===== src/rtl/sdp_mem_stream_reader_pkg.sv =====
// sdp_reader_pkg: shared types for the memory stream reader.
//   state_t : reader FSM states (IDLE -> RUN -> DRAIN -> IDLE)
package sdp_reader_pkg;

    typedef enum logic [1:0] {
        ST_IDLE  = 2'd0,
        ST_RUN   = 2'd1,
        ST_DRAIN = 2'd2
    } state_t;

endpackage


===== src/rtl/sdp_mem_stream_reader_if.sv =====
// sdp_mem_stream_reader_if: valid/ready output stream of the reader.
//   m_valid : beat valid              (master -> slave)
//   m_ready : downstream accept       (slave -> master)
//   m_data  : beat word               (master -> slave)
//   m_last  : final beat of transfer  (master -> slave)
interface sdp_mem_stream_reader_if #(
    parameter int DATA_WIDTH = 32
);
    logic                  m_valid;
    logic                  m_ready;
    logic [DATA_WIDTH-1:0] m_data;
    logic                  m_last;

    modport master (output m_valid, output m_data, output m_last, input m_ready);
    modport slave  (input m_valid, input m_data, input m_last, output m_ready);
endinterface


===== src/rtl/sdp_mem_stream_reader_fifo.sv =====
// stream_sync_fifo: single-clock FIFO with first-word fall-through output.
//   clk, rst_n : clock, asynchronous active-low reset (clears storage too)
//   wr_en/wr_data : push (ignored when full)
//   rd_en      : pop of the head word (ignored when empty)
//   rd_data    : head word, stable until popped
//   empty      : no words held
module stream_sync_fifo #(
    parameter int DEPTH      = 4,
    parameter int DATA_WIDTH = 33
)(
    input  logic                  clk,
    input  logic                  rst_n,
    input  logic                  wr_en,
    input  logic [DATA_WIDTH-1:0] wr_data,
    input  logic                  rd_en,
    output logic [DATA_WIDTH-1:0] rd_data,
    output logic                  empty
);
    localparam int PW = (DEPTH > 1) ? $clog2(DEPTH) : 1;
    localparam int CW = $clog2(DEPTH + 1);

    logic [DATA_WIDTH-1:0] mem [DEPTH];
    logic [PW-1:0]         wr_ptr;
    logic [PW-1:0]         rd_ptr;
    logic [CW-1:0]         count;
    logic                  full;
    logic                  do_wr;
    logic                  do_rd;

    assign full    = (count == CW'(DEPTH));
    assign empty   = (count == '0);
    assign do_wr   = wr_en && !full;
    assign do_rd   = rd_en && !empty;
    assign rd_data = mem[rd_ptr];

    always_ff @(posedge clk or negedge rst_n) begin
        if (!rst_n) begin
            for (int unsigned i = 0; i < DEPTH; i++) mem[i] <= '0;
            wr_ptr <= '0;
            rd_ptr <= '0;
            count  <= '0;
        end else begin
            if (do_wr) begin
                mem[wr_ptr] <= wr_data;
                wr_ptr      <= (wr_ptr == PW'(DEPTH - 1)) ? '0 : wr_ptr + PW'(1);
            end
            if (do_rd)
                rd_ptr <= (rd_ptr == PW'(DEPTH - 1)) ? '0 : rd_ptr + PW'(1);
            case ({do_wr, do_rd})
                2'b10:   count <= count + CW'(1);
                2'b01:   count <= count - CW'(1);
                default: count <= count;
            endcase
        end
    end
endmodule


===== src/rtl/sdp_mem_stream_reader.sv =====
// sdp_mem_stream_reader: reads length words starting at base_addr (wrapping
// at DEPTH) from a 2-cycle-latency memory and streams them out valid/ready.
//   clk, rst_n     : sole clock (also memory clkb), async active-low reset
//   start          : one-cycle request, ignored while busy
//   base_addr      : first word address
//   length         : word count 0..DEPTH (0 gives a bare done pulse)
//   busy, done     : transfer in progress / one-cycle completion pulse
//   mem_enb, mem_addrb, mem_doutb : memory read port
//   m              : output stream (m_valid, m_ready, m_data, m_last)
module sdp_mem_stream_reader
    import sdp_reader_pkg::*;
#(
    parameter int DEPTH       = 3,
    parameter int DATA_WIDTH  = 32,
    parameter int LATENCY     = 2,
    localparam int ADDR_WIDTH = $clog2(DEPTH)
)(
    input  logic                     clk,
    input  logic                     rst_n,
    input  logic                     start,
    input  logic [ADDR_WIDTH-1:0]    base_addr,
    input  logic [ADDR_WIDTH:0]      length,
    output logic                     busy,
    output logic                     done,
    output logic                     mem_enb,
    output logic [ADDR_WIDTH-1:0]    mem_addrb,
    input  logic [DATA_WIDTH-1:0]    mem_doutb,
    sdp_mem_stream_reader_if.master  m
);
    localparam int FIFO_DEPTH = LATENCY + 2;
    localparam int OW         = $clog2(FIFO_DEPTH + 1);
    localparam logic [ADDR_WIDTH:0] REM_ONE = {{ADDR_WIDTH{1'b0}}, 1'b1};

    if (LATENCY != 2) begin : g_bad_latency
        $fatal(1, "sdp_mem_stream_reader: only LATENCY=2 is supported");
    end

    state_t                state;
    logic [ADDR_WIDTH-1:0] addr;
    logic [ADDR_WIDTH:0]   remain;
    logic [OW-1:0]         outstanding;
    logic [LATENCY-1:0]    vld_sr;
    logic [LATENCY-1:0]    last_sr;
    logic                  issue;
    logic                  pop;
    logic                  fifo_empty;
    logic [DATA_WIDTH:0]   fifo_head;

    // Outstanding counts reads until their beat leaves the FIFO, so capping it
    // at FIFO_DEPTH makes FIFO overflow impossible.
    assign issue     = (state == ST_RUN) && (outstanding < OW'(FIFO_DEPTH));
    assign pop       = m.m_valid && m.m_ready;
    assign busy      = (state != ST_IDLE);
    assign mem_enb   = busy;
    assign mem_addrb = addr;

    always_ff @(posedge clk or negedge rst_n) begin
        if (!rst_n) begin
            state       <= ST_IDLE;
            addr        <= '0;
            remain      <= '0;
            outstanding <= '0;
            vld_sr      <= '0;
            last_sr     <= '0;
            done        <= 1'b0;
        end else begin
            done <= 1'b0;
            case (state)
                ST_IDLE: begin
                    if (start) begin
                        if (length != '0) begin
                            addr   <= base_addr;
                            remain <= length;
                            state  <= ST_RUN;
                        end else begin
                            done <= 1'b1;
                        end
                    end
                end
                ST_RUN: begin
                    if (issue) begin
                        addr   <= (addr == ADDR_WIDTH'(DEPTH - 1)) ? '0 : addr + ADDR_WIDTH'(1);
                        remain <= remain - REM_ONE;
                        if (remain == REM_ONE) state <= ST_DRAIN;
                    end
                end
                ST_DRAIN: begin
                    if (pop && fifo_head[DATA_WIDTH]) begin
                        state <= ST_IDLE;
                        done  <= 1'b1;
                    end
                end
                default: state <= ST_IDLE;
            endcase

            case ({issue, pop})
                2'b10:   outstanding <= outstanding + OW'(1);
                2'b01:   outstanding <= outstanding - OW'(1);
                default: outstanding <= outstanding;
            endcase

            // The last flag rides alongside the read through the latency pipe.
            vld_sr  <= {vld_sr[LATENCY-2:0], issue};
            last_sr <= {last_sr[LATENCY-2:0], issue && (remain == REM_ONE)};
        end
    end

    stream_sync_fifo #(
        .DEPTH      (FIFO_DEPTH),
        .DATA_WIDTH (DATA_WIDTH + 1)
    ) u_fifo (
        .clk     (clk),
        .rst_n   (rst_n),
        .wr_en   (vld_sr[LATENCY-1]),
        .wr_data ({last_sr[LATENCY-1], mem_doutb}),
        .rd_en   (m.m_ready),
        .rd_data (fifo_head),
        .empty   (fifo_empty)
    );

    assign m.m_valid = !fifo_empty;
    assign m.m_data  = fifo_head[DATA_WIDTH-1:0];
    assign m.m_last  = !fifo_empty && fifo_head[DATA_WIDTH];
endmodule


===== src/flat_wrapper.sv =====
// flat-port wrapper written by rule: the top's interface ports become plain ports
module sdp_mem_stream_reader_flat import sdp_reader_pkg::*;
#(
    parameter int DEPTH       = 3,
    parameter int DATA_WIDTH  = 32,
    parameter int LATENCY     = 2,
    localparam int ADDR_WIDTH = $clog2(DEPTH)
)
  (clk, rst_n, start, base_addr, length, busy, done, mem_enb, mem_addrb, mem_doutb, m_m_valid, m_m_data, m_m_last, m_m_ready);
  sdp_mem_stream_reader_if #(.DATA_WIDTH(DATA_WIDTH)) m_i ();
  input  logic clk;
  input  logic rst_n;
  input  logic start;
  input  logic [ADDR_WIDTH-1:0] base_addr;
  input  logic [ADDR_WIDTH:0] length;
  output logic busy;
  output logic done;
  output logic mem_enb;
  output logic [ADDR_WIDTH-1:0] mem_addrb;
  input  logic [DATA_WIDTH-1:0] mem_doutb;
  output wire logic [$bits(m_i.m_valid)-1:0] m_m_valid;
  output wire logic [$bits(m_i.m_data)-1:0] m_m_data;
  output wire logic [$bits(m_i.m_last)-1:0] m_m_last;
  input wire logic [$bits(m_i.m_ready)-1:0] m_m_ready;
  assign m_m_valid = m_i.m_valid;
  assign m_m_data = m_i.m_data;
  assign m_m_last = m_i.m_last;
  assign m_i.m_ready = m_m_ready;
  sdp_mem_stream_reader #(.DEPTH(DEPTH), .DATA_WIDTH(DATA_WIDTH), .LATENCY(LATENCY)) u_core (.clk(clk), .rst_n(rst_n), .start(start), .base_addr(base_addr), .length(length), .busy(busy), .done(done), .mem_enb(mem_enb), .mem_addrb(mem_addrb), .mem_doutb(mem_doutb), .m(m_i));
endmodule

===== config.mk =====
export PLATFORM = sky130hd
export DESIGN_NAME = sdp_mem_stream_reader_flat
export DESIGN_NICKNAME = d
export VERILOG_FILES = /design/src/rtl/sdp_mem_stream_reader_pkg.sv /design/src/rtl/sdp_mem_stream_reader_if.sv /design/src/rtl/sdp_mem_stream_reader_fifo.sv /design/src/rtl/sdp_mem_stream_reader.sv /design/src/flat_wrapper.sv
export SDC_FILE = /design/constraint.sdc
export NUM_CORES = 1
export LEC_CHECK = 0
export CAP_MARGIN = 20
export CORE_ASPECT_RATIO = 0.75
export CORE_UTILIZATION = 59
export CTS_BUF_LIST = sky130_fd_sc_hd__clkbuf_4 sky130_fd_sc_hd__clkbuf_8
export DETAILED_ROUTE_END_ITERATION = 10
export GPL_TIMING_DRIVEN = 0
export PLACE_DENSITY = 0.79
export SETUP_SLACK_MARGIN = 0.05
export SYNTH_ARGS = -nofsm -noshare
export SYNTH_HDL_FRONTEND = slang
export SYNTH_SLANG_ARGS = --single-unit
export TNS_END_PERCENT = 10

===== constraint.sdc =====
create_clock -name clk -period 2.4 [get_ports clk]
set_input_delay 0.72 -clock clk [delete_from_list [all_inputs] [get_ports clk]]
set_output_delay 0.72 -clock clk [all_outputs]
set_load 0.05 [all_outputs]

==> out/metrics.yaml <==
synth:
  synth_flop_cell: "dfrtp_1"
  synth_area_per_cell_um2: 17.6
  syn_nets: 480
  syn_inst: 428
  synth_cell_type_count: 43
  ys_ff_latch: 154
  synth_edf_count: 0
  async_reset_ff_share_pct: 100
  yosysSeqAreaShare_pct: 51.2
  yosysWarnings: 0
  mappedNetlistArea_um2: 7520
worst_setup_path:
  worstPathArrival_ns: 1.88
  cp_cell_sequence: "buf_12 -> mux4_2 -> and2_4 -> buf_6"
  worst-setup-path-type: "flop to primary output"
  crit_fanout: 8
  r2r_cells: 9
  cp_slowest_stage_delay_ns: 0.57
  critPathLaunchType: "flop"
  cp_slowest_cell: "mux4_2"
  cp.required_ns: 1.68
  crit_path_end_kind: "primary output"
floorplanning:
  core_area_um2: 12300
  ios: 80
  fp.dieH_um: 99.8
  die_area_um2: 13200
  placementRows: 35
  fp.dieW_um: 132
  initial_utilization_pct: 60.9
placement:
  place_congestion: 0.761
  port_buffers: 79
  placed_cells: 674
  dp_hpwl_mm: 9.10
route:
  vias_per_cell: 5.62
  drt_iter0_markers: 175
  dr_total_vias: 4006
  wirelength_mm: 14.1
  ant_nets: 0
  drc: 0
  firstDrtPassIters: 5
  routedWlPerCell_um: 19.8
clock_tree:
  clk_pin_slew_worst_paths_ns: 0.09
  cts_sinks: 154
  numCtsBuffers: 17
  clkLatencyLatePin_ns: 0.44
  cts_hold_buf: 0
  root_buffer: "clkbuf_8"
  htreeDepth: 4
  clock_path_buffers: 2
  cts_tree: "done"
finish:
  layout_commonest_cell: "dfrtp_1"
  fin_cells: 713
  drive_gt1_share_pct: 50.8
  areaGrowthSynthToFinish_pct: 22.2
  finalNetCount: 587
  num_antenna_cells: 0
  final_cell_mix: "dfrtp_1 (153), mux2_4 (120), clkdlybuf4s50_1 (40)"
  finish.utilization_pct: 74.4
run_status:
  violations: "negative setup slack"
  status: "finished with violations"
sta:
  max_slew_margin_pct: 50.5
  finalCriticalPeriod_ns: 2.60
  fin_tns_setup_ns: -5.44
  worst_pin_slew_ns: 0.737
  setup_violations: 34
  fin_worst_skew_ns: 0.0170
  fin_ws_ns: -0.205
  grt_setup_unrepaired: "yes"
  final-hold-violation-count: 0
  timing.fmax_mhz: 384
  post-route-period-util_pct: 109
  drv_slew: 0
grt:
  grt-ovfl-total: 0
  grt_usage_pct: 23.5
  antenna_found_initial: 0
  grt_first_pass_wirelength_mm: 23.5
  grt_pass1_vias: 4314
  grt_max_degree: 92
run:
  cap_violations: 0
min_path:
  hp-class: "input port to async pin"
[metrics by stage]
step	cell area, um^2	hold slack [ns]	setup slack [ns]
floorplan	7520	0.331	0.136
global placement	8520	0.346	-5.36
detailed placement	8550	0.337	-0.820
CTS	9150	0.254	-0.238
global route	9190	0.278	-0.282
finish	9190	0.248	-0.205
[area by class of cell]
| class | count | area (um^2) |
|---|---|---|
| repair buffers | 88 | 967 |
| inverters | 14 | 52.6 |
| flip-flops and latches | 154 | 3850 |
| plain buffers | 26 | 400 |
| clock inverters | 12 | 150 |
| fillers | 763 | 3160 |
| clock buffers | 19 | 255 |
| multi-input cells | 234 | 3300 |
| well taps | 166 | 208 |
[cells in the mapped netlist, types with 4 or more instances]
master   instances  share of area (%)
nand3_4          4               0.93
ha_1             9                1.5
nor2_1           5               0.25
mux2_4         120                 24
inv_1           14               0.70
buf_12          12                3.2
dfrtp_1        154                 51
buf_2            6               0.40
mux4_2          33                9.9
nor3_1           6               0.40
mux2_2          15                2.2
[cells by family after synthesis]
| logic type | Yosys count | share of synthesized area (%) |
|---|---|---|
| compound gates | 16 | 1.71 |
| xor+xnor | 6 | 0.699 |
| fa+ha+maj | 11 | 2.03 |
| buf+inv | 40 | 4.99 |
| flops | 154 | 51.2 |
| mux | 169 | 36.2 |
| simple gates | 32 | 3.14 |
[timing repair]
action / CTS / global route
resized for setup: 264 / 3
endpoints found under the setup margin: 38 / 39
setup buffers: 5 / 1
pin swaps: 1 / 0
gates cloned: 1 / 1
[routing by layer]
| layer | vias up | share of wire [%] | wire length [um] | track usage, % |
|---|---|---|---|---|
| met2 | 78 | 48 | 6780 | 36.2 |
| met3 | 19 | 3.2 | 457 | 4.09 |
| met5 | - | 0 | 0 | 0 |
| met4 | 0 | 1.3 | 183 | 8.31 |
| li1 | 1792 | - | - | - |
| met1 | 2117 | 47 | 6680 | 34.4 |
[sequential cells by signal, summed over array words and instances (netlist names)]
signal                cells
u_core.u_fifo.mem       132
u_core.u_fifo.rd_ptr      2
u_core.mem_addrb          2
u_core.done               1
u_core.vld_sr             2
u_core.last_sr            2
u_core.u_fifo.count       3
u_core.remain             3
u_core.state              2
u_core.u_fifo.wr_ptr      2
u_core.outstanding        3
[worst max-delay path, delay by kind of cell, from the launching register on]
| kind | cells | cell delay, ns |
|---|---|---|
| multiplexers | 1 | 0.57 |
| flip-flops | 1 | 0.40 |
| buffers and inverters | 2 | 0.32 |
| AND/OR/NAND/NOR | 1 | 0.17 |
[final timing paths]
path | startpoint | endpoint | slack, ns
setup / recovery | u_core.u_fifo.rd_ptr[0] | m_m_last | -0.20
hold / removal | rst_n | u_core.u_fifo.mem[120] | 0.25
setup reg to reg | u_core.u_fifo.count[1] | u_core.u_fifo.count[2] | 0.16
hold reg to reg | u_core.last_sr[0] | u_core.last_sr[1] | 0.35
max in group asynchronous | rst_n | u_core.u_fifo.count[0] | 1.28
min in group clk | u_core.last_sr[0] | u_core.last_sr[1] | 0.35
Power is not shown: default switching activity piles up to over one toggle a cycle in this logic, so the estimate is an artifact.
